[config.mk]
export PLATFORM = sky130hd
export DESIGN_NAME = regfile_scoreboard_flat
export DESIGN_NICKNAME = d
export VERILOG_FILES = /design/src/rtl/regfile_scoreboard_if.sv /design/src/rtl/regfile_scoreboard.sv /design/src/flat_wrapper.sv
export SDC_FILE = /design/constraint.sdc
export NUM_CORES = 2
export LEC_CHECK = 0
export CAP_MARGIN = 10
export CORE_MARGIN = 2
export CORE_UTILIZATION = 32
export CTS_BUF_LIST = sky130_fd_sc_hd__clkbuf_8
export DETAILED_ROUTE_END_ITERATION = 6
export GPL_TIMING_DRIVEN = 0
export PLACE_DENSITY = 0.56
export SLEW_MARGIN = 40
export SYNTH_ARGS = -nofsm -noshare
export SYNTH_HDL_FRONTEND = slang
export SYNTH_SLANG_ARGS = --single-unit
[constraint.sdc]
create_clock -name clk -period 9.25 [get_ports clk]
set_input_delay 1.3875 -clock clk [delete_from_list [all_inputs] [get_ports clk]]
set_output_delay 1.3875 -clock clk [all_outputs]
set_load 0.005 [all_outputs]
[src/rtl/regfile_scoreboard_if.sv]
// Pipeline-side bundle for the register file: writeback port, decode read/issue
// port, flush kills and the scoreboard status outputs.
interface regfile_scoreboard_if #(
    parameter int XLEN = 32
);
    logic [4:0]      wb_rd;
    logic [XLEN-1:0] wb_write_data;
    logic            wb_wr_enable;

    logic [4:0]      id_rs1;
    logic [4:0]      id_rs2;
    logic            id_rs1_used;
    logic            id_rs2_used;
    logic [4:0]      id_rd;
    logic            id_rd_we;
    logic            id_issue;
    logic [XLEN-1:0] id_rs1_data;
    logic [XLEN-1:0] id_rs2_data;
    logic            id_stall;

    logic            kill0_valid;
    logic [4:0]      kill0_rd;
    logic            kill1_valid;
    logic [4:0]      kill1_rd;

    logic            sb_error;

    // Pipeline side drives requests and consumes operands/stall.
    modport master (
        output wb_rd, wb_write_data, wb_wr_enable,
        output id_rs1, id_rs2, id_rs1_used, id_rs2_used, id_rd, id_rd_we, id_issue,
        output kill0_valid, kill0_rd, kill1_valid, kill1_rd,
        input  id_rs1_data, id_rs2_data, id_stall, sb_error
    );

    modport slave (
        input  wb_rd, wb_write_data, wb_wr_enable,
        input  id_rs1, id_rs2, id_rs1_used, id_rs2_used, id_rd, id_rd_we, id_issue,
        input  kill0_valid, kill0_rd, kill1_valid, kill1_rd,
        output id_rs1_data, id_rs2_data, id_stall, sb_error
    );
endinterface

[src/rtl/regfile_scoreboard.sv]
// 32xXLEN integer register file with write-through bypass and a per-register
// pending-write counter that stalls decode on RAW hazards and counter saturation.
module regfile_scoreboard #(
    parameter int PEND_W = 2,
    parameter int XLEN   = 32
) (
    input  logic                clk,
    input  logic                rst_n,
    regfile_scoreboard_if.slave bus
);
    localparam int DW = PEND_W + 2;
    localparam logic [PEND_W-1:0] CNT_MAX = '1;

    logic [XLEN-1:0]   r_regs [32];
    logic [PEND_W-1:0] r_cnt  [32];
    logic              r_sb_error;

    logic [1:0]        w_dec      [32];
    logic [PEND_W-1:0] w_eff      [32];
    logic [PEND_W-1:0] w_cnt_next [32];
    logic [31:0]       w_under;
    logic              w_rs1_haz;
    logic              w_rs2_haz;
    logic              w_sat;
    logic              w_stall;
    logic              w_inc_ok;

    // Per-register decrement, floored effective count and next counter value.
    for (genvar gi = 0; gi < 32; gi++) begin : g_cnt
        if (gi == 0) begin : g_x0
            assign w_dec[gi]      = 2'd0;
            assign w_eff[gi]      = '0;
            assign w_cnt_next[gi] = '0;
            assign w_under[gi]    = 1'b0;
        end else begin : g_xn
            logic [DW-1:0] w_cnt_ext;
            logic [DW-1:0] w_dec_ext;
            logic [DW-1:0] w_sum;
            logic          w_inc;

            assign w_dec[gi] = {1'b0, bus.wb_wr_enable && (bus.wb_rd == 5'(gi))}
                             + {1'b0, bus.kill0_valid  && (bus.kill0_rd == 5'(gi))}
                             + {1'b0, bus.kill1_valid  && (bus.kill1_rd == 5'(gi))};
            assign w_cnt_ext = DW'(r_cnt[gi]);
            assign w_dec_ext = DW'(w_dec[gi]);
            assign w_eff[gi] = (w_dec_ext >= w_cnt_ext) ? '0
                             : PEND_W'(w_cnt_ext - w_dec_ext);
            assign w_inc     = w_inc_ok && (bus.id_rd == 5'(gi));
            assign w_sum     = w_cnt_ext + DW'(w_inc);
            assign w_under[gi]    = (w_dec_ext > w_sum);
            // Cannot exceed CNT_MAX: an increment into a full counter is stalled.
            assign w_cnt_next[gi] = w_under[gi] ? '0 : PEND_W'(w_sum - w_dec_ext);
        end
    end

    assign w_rs1_haz = bus.id_rs1_used && (bus.id_rs1 != 5'd0) && (w_eff[bus.id_rs1] != '0);
    assign w_rs2_haz = bus.id_rs2_used && (bus.id_rs2 != 5'd0) && (w_eff[bus.id_rs2] != '0);
    assign w_sat     = bus.id_rd_we && (bus.id_rd != 5'd0) && (w_eff[bus.id_rd] == CNT_MAX);
    assign w_stall   = bus.id_issue && (w_rs1_haz || w_rs2_haz || w_sat);
    assign w_inc_ok  = bus.id_issue && !w_stall && bus.id_rd_we && (bus.id_rd != 5'd0);

    assign bus.id_stall = w_stall;
    assign bus.sb_error = r_sb_error;

    assign bus.id_rs1_data = (bus.id_rs1 == 5'd0) ? '0
                           : (bus.wb_wr_enable && bus.wb_rd == bus.id_rs1) ? bus.wb_write_data
                           : r_regs[bus.id_rs1];
    assign bus.id_rs2_data = (bus.id_rs2 == 5'd0) ? '0
                           : (bus.wb_wr_enable && bus.wb_rd == bus.id_rs2) ? bus.wb_write_data
                           : r_regs[bus.id_rs2];

    always_ff @(posedge clk or negedge rst_n) begin
        if (!rst_n) begin
            for (int i = 0; i < 32; i++) begin
                r_regs[i] <= '0;
            end
        end else if (bus.wb_wr_enable && (bus.wb_rd != 5'd0)) begin
            r_regs[bus.wb_rd] <= bus.wb_write_data;
        end
    end

    always_ff @(posedge clk or negedge rst_n) begin
        if (!rst_n) begin
            for (int i = 0; i < 32; i++) begin
                r_cnt[i] <= '0;
            end
            r_sb_error <= 1'b0;
        end else begin
            for (int i = 0; i < 32; i++) begin
                r_cnt[i] <= w_cnt_next[i];
            end
            r_sb_error <= r_sb_error | (|w_under);
        end
    end
endmodule

[src/flat_wrapper.sv]
// flat-port wrapper written by rule: the top's interface ports become plain ports
module regfile_scoreboard_flat 
#(
    parameter int PEND_W = 2,
    parameter int XLEN   = 32
)
  (clk, rst_n, bus_wb_rd, bus_wb_write_data, bus_wb_wr_enable, bus_id_rs1, bus_id_rs2, bus_id_rs1_used, bus_id_rs2_used, bus_id_rd, bus_id_rd_we, bus_id_issue, bus_kill0_valid, bus_kill0_rd, bus_kill1_valid, bus_kill1_rd, bus_id_rs1_data, bus_id_rs2_data, bus_id_stall, bus_sb_error);
  regfile_scoreboard_if #(.XLEN(XLEN)) bus_i ();
  input  logic clk;
  input  logic rst_n;
  input wire logic [$bits(bus_i.wb_rd)-1:0] bus_wb_rd;
  input wire logic [$bits(bus_i.wb_write_data)-1:0] bus_wb_write_data;
  input wire logic [$bits(bus_i.wb_wr_enable)-1:0] bus_wb_wr_enable;
  input wire logic [$bits(bus_i.id_rs1)-1:0] bus_id_rs1;
  input wire logic [$bits(bus_i.id_rs2)-1:0] bus_id_rs2;
  input wire logic [$bits(bus_i.id_rs1_used)-1:0] bus_id_rs1_used;
  input wire logic [$bits(bus_i.id_rs2_used)-1:0] bus_id_rs2_used;
  input wire logic [$bits(bus_i.id_rd)-1:0] bus_id_rd;
  input wire logic [$bits(bus_i.id_rd_we)-1:0] bus_id_rd_we;
  input wire logic [$bits(bus_i.id_issue)-1:0] bus_id_issue;
  input wire logic [$bits(bus_i.kill0_valid)-1:0] bus_kill0_valid;
  input wire logic [$bits(bus_i.kill0_rd)-1:0] bus_kill0_rd;
  input wire logic [$bits(bus_i.kill1_valid)-1:0] bus_kill1_valid;
  input wire logic [$bits(bus_i.kill1_rd)-1:0] bus_kill1_rd;
  output wire logic [$bits(bus_i.id_rs1_data)-1:0] bus_id_rs1_data;
  output wire logic [$bits(bus_i.id_rs2_data)-1:0] bus_id_rs2_data;
  output wire logic [$bits(bus_i.id_stall)-1:0] bus_id_stall;
  output wire logic [$bits(bus_i.sb_error)-1:0] bus_sb_error;
  assign bus_i.wb_rd = bus_wb_rd;
  assign bus_i.wb_write_data = bus_wb_write_data;
  assign bus_i.wb_wr_enable = bus_wb_wr_enable;
  assign bus_i.id_rs1 = bus_id_rs1;
  assign bus_i.id_rs2 = bus_id_rs2;
  assign bus_i.id_rs1_used = bus_id_rs1_used;
  assign bus_i.id_rs2_used = bus_id_rs2_used;
  assign bus_i.id_rd = bus_id_rd;
  assign bus_i.id_rd_we = bus_id_rd_we;
  assign bus_i.id_issue = bus_id_issue;
  assign bus_i.kill0_valid = bus_kill0_valid;
  assign bus_i.kill0_rd = bus_kill0_rd;
  assign bus_i.kill1_valid = bus_kill1_valid;
  assign bus_i.kill1_rd = bus_kill1_rd;
  assign bus_id_rs1_data = bus_i.id_rs1_data;
  assign bus_id_rs2_data = bus_i.id_rs2_data;
  assign bus_id_stall = bus_i.id_stall;
  assign bus_sb_error = bus_i.sb_error;
  regfile_scoreboard #(.PEND_W(PEND_W), .XLEN(XLEN)) u_core (.clk(clk), .rst_n(rst_n), .bus(bus_i));
endmodule
==> results.json <==
{
  "fmax_mhz": 111,
  "postRouteAntennaNets": 0,
  "overflow": 0,
  "die_y_um": 455,
  "criticalPathCategory": "in -> out",
  "grt_pass1_vias": 45406,
  "top_level_ports": 137,
  "cap_viol_max_count": 0,
  "post_route_cells_drive_above_1_share": 0.438,
  "clockRootBuffer": "clkbuf_8",
  "dp_slack_ns": -0.369,
  "slowest_stage": "fa_1",
  "async_flop_share": 1.00,
  "worst_slew_pin_slew_ns": 0.912,
  "hold_violations": 0,
  "setup_slack_ns": 0.251,
  "critPathMaxFanout": 10,
  "grt_pass1_wl_mm": 333,
  "cts.sinks": 1087,
  "initial_utilization": 0.322,
  "path_cells": "clkbuf_1 > nand2_1 > or2_2 > clkbuf_1 > nor2_1 > buf_2 > inv_1 > fa_1 > inv_1 > ha_1 > fa_1 > o21ai_0 > nand3_1 > a22oi_1 > nand3_1 > a22oi_1 > a21boi_1 > buf_2 > o21a_1 > clkdlybuf4s50_1",
  "finalSetupViolCount": 0,
  "chipWidth_um": 455,
  "avgViaCountPerCell": 5.72,
  "fin_crit_sh": 0.973,
  "synth_warnings": 0,
  "cts_buffer_depth": 3,
  "dr.pass1.iters": 7,
  "gr-usage-met3": 0.0562,
  "synth_cell_types": 70,
  "rsz0062_at_grt": "no",
  "reg2reg_slack_ns": 3.38,
  "core_mm2": 0.202,
  "grt-busiest-layer": "met2",
  "netlist_area_mm2": 0.0649,
  "place_congestion": 0.961,
  "fillers": 19356,
  "wl_mm": 235,
  "grt_antenna_before_repair": 16,
  "p_per_area_mw_per_mm2": 203,
  "portBuffers": 118,
  "hpwl_mm": 167,
  "cp.required_ns": 7.86,
  "crit_path_end_kind": "primary output",
  "arrival_ns": 7.61,
  "grt_max_degree": 107,
  "clk_transition_reported_paths_ns": 0.07,
  "syn_to_final_growth_pct": 14.4,
  "final_nets": 5293,
  "grt_usage": 0.226,
  "vdd_drop_max_uv": 97.4,
  "critical_path.startpoint": "bus_wb_rd[1]",
  "drt_iter0_drc": 4897,
  "endpoint": "bus_id_stall",
  "slew_headroom": 0.388,
  "post_cts_buffers": 0,
  "slowest_delay_ns": 0.70,
  "yosys_register_bits": 1087,
  "synth_edf_count": 0,
  "hold_class": "in -> async",
  "path_depth": 20,
  "clk_latency_ns": 0.96,
  "path_delay_family": "buffers and inverters",
  "r2r_end": "u_core.bus.sb_error$_DFF_PN0_",
  "fin_crit_ns": 9.00,
  "die-area_mm2": 0.207,
  "reg2reg_depth": 20,
  "cts_buffers": 194,
  "grtUsageMet1": 0.295,
  "vias": 44473,
  "rows": 165,
  "synth_nets": 4957,
  "status": "finished, violations left",
  "avgSynthCellArea_um2": 14.1,
  "timing.critical_path.buf_inv": 7,
  "syn_inst": 4607,
  "h-tree-depth": 4,
  "skew_ns": 0.0356,
  "critPathLaunchType": "input port",
  "hold_slack_ns": 0.297,
  "violations": "DRC",
  "grt_use_met2": 0.354,
  "r2r-start": "u_core.g_cnt[6].g_xn.w_cnt_ext[0]$_DFF_PN0_",
  "wl_per_cell_um": 30.2,
  "cts_tree": "built",
  "power_leakage_uw": 0.0322,
  "synthFlopType": "dfrtp_1",
  "yosysSeqAreaShare": 0.419,
  "report.final.slew_viol_count": 0,
  "drc": 1
}
power breakdown:
group | switching, uW | internal (uW)
clock | 2230 | 2540
combinational | 1790 | 2210
sequential | 664 | 5680
flip-flops by register name, summed over array words and instances, names as in the netlist:
register                     cells
u_core.g_cnt.g_xn.w_cnt_ext     62
u_core.bus.sb_error              1
u_core.r_regs                 1024
worst reg2reg max path, delay by kind of cell, from the launching register on:
family          cells  cell delay, ns
simple gates        6            1.91
compound gates      6            1.60
fa+ha+maj           5            1.47
buf+inv             3            0.36
flops               1            0.37
cell usage after synthesis (10+ instances only):
cell type,count,area share
ha_1,217,0.042
mux2i_1,66,0.010
dfrtp_1,1087,0.42
o21ai_0,33,0.0025
mux4_2,638,0.22
nor3_1,28,0.0022
a22oi_1,15,0.0017
inv_1,254,0.015
nand3_1,22,0.0017
buf_4,21,0.0024
a32oi_1,10,0.0013
nand2b_1,11,0.0011
fa_1,62,0.019
buf_2,103,0.0079
xor2_1,36,0.0049
a211oi_1,90,0.010
clkbuf_1,233,0.013
a21oi_1,82,0.0063
nor2_1,220,0.013
buf_1,73,0.0042
mux2_2,995,0.17
nor4_1,41,0.0039
a211o_1,10,0.0013
nand2_1,126,0.0073
placed cells by master, fill, tap and decap left out, types with 15 or more instances in the layout:
cell type	n
nor2_1	218
clkbuf_1	158
buf_16	20
o21ai_0	33
clkbuf_2	78
clkdlybuf4s50_1	117
clkbuf_8	246
nor3_1	27
ha_1	217
a21oi_1	82
mux4_2	638
nand2_1	126
nand3_1	22
a211oi_1	81
mux2_2	995
mux2i_1	66
dfrtp_1	1087
xor2_1	36
inv_1	323
buf_4	21
clkinv_2	15
buf_2	177
nor4_1	40
a22oi_1	15
fa_1	62
worst min-delay path by stage:
stage                                               start                                            to  slack, ns  cells past startpoint
final                                               rst_n   u_core.g_cnt[8].g_xn.w_cnt_ext[0]$_DFF_PN0_       0.30                      1
after global routing                                rst_n  u_core.g_cnt[28].g_xn.w_cnt_ext[1]$_DFF_PN0_       0.27                      1
after detailed placement   u_core.r_regs[995]$_DFFE_PN0P_                u_core.r_regs[995]$_DFFE_PN0P_       0.47                      1
after CTS                                           rst_n  u_core.g_cnt[28].g_xn.w_cnt_ext[1]$_DFF_PN0_       0.24                      1
after floorplan           u_core.r_regs[1000]$_DFFE_PN0P_               u_core.r_regs[1000]$_DFFE_PN0P_       0.44                      1
after global placement     u_core.r_regs[994]$_DFFE_PN0P_                u_core.r_regs[994]$_DFFE_PN0P_       0.45                      1
repair_timing:
action | in CTS | in global routing
hold endpoints to repair | 0 | 0
setup endpoints to repair | 0 | 1
hold buffers | 0 | 0
resized for setup | 0 | 1
final cells by class:
type	count	area [um^2]	area share
clock inverter	102	656	0.00882
timing repair buffer	140	1740	0.0234
buffer	437	2070	0.0279
antenna	6	15.0	0.000202
clock buffer	246	3390	0.0456
multi-input combinational	2828	35000	0.470
sequential	1087	27200	0.366
inverter	255	957	0.0129
tap	2672	3340	0.0450
metrics by stage:
stage          setup TNS, ns  cells  cell area [um^2]   util  power (uW)
3_5_place_dp          -0.369   7419             70300  0.348       10400
5_1_grt                    0   7773             74300  0.368       15800
6_report                   0   7773             74300  0.368       15100
3_3_place_gp               -   7397             69500  0.344       10300
4_1_cts                    0   7767             74300  0.368       15200
2_1_floorplan              0   4607             64900      -        8950
layer usage:
| metal | up-vias | share of wire |
|---|---|---|
| li1 | 18065 | - |
| met2 | 2027 | 0.46 |
| met4 | 4 | 0.048 |
| met1 | 23858 | 0.41 |
| met3 | 519 | 0.084 |
| met5 | - | 0.00011 |
kinds of logic after synthesis:
family,Yosys count,share of synthesized area
AND/OR/NAND/NOR,508,0.0356
XOR/XNOR,38,0.00512
buffers and inverters,692,0.0438
multiplexers,1699,0.404
adder cells (fa/ha/maj),279,0.0609
AO/OA/AOI/OAI,304,0.0318
flip-flops,1087,0.419
(Power assumes the default switching activity.)
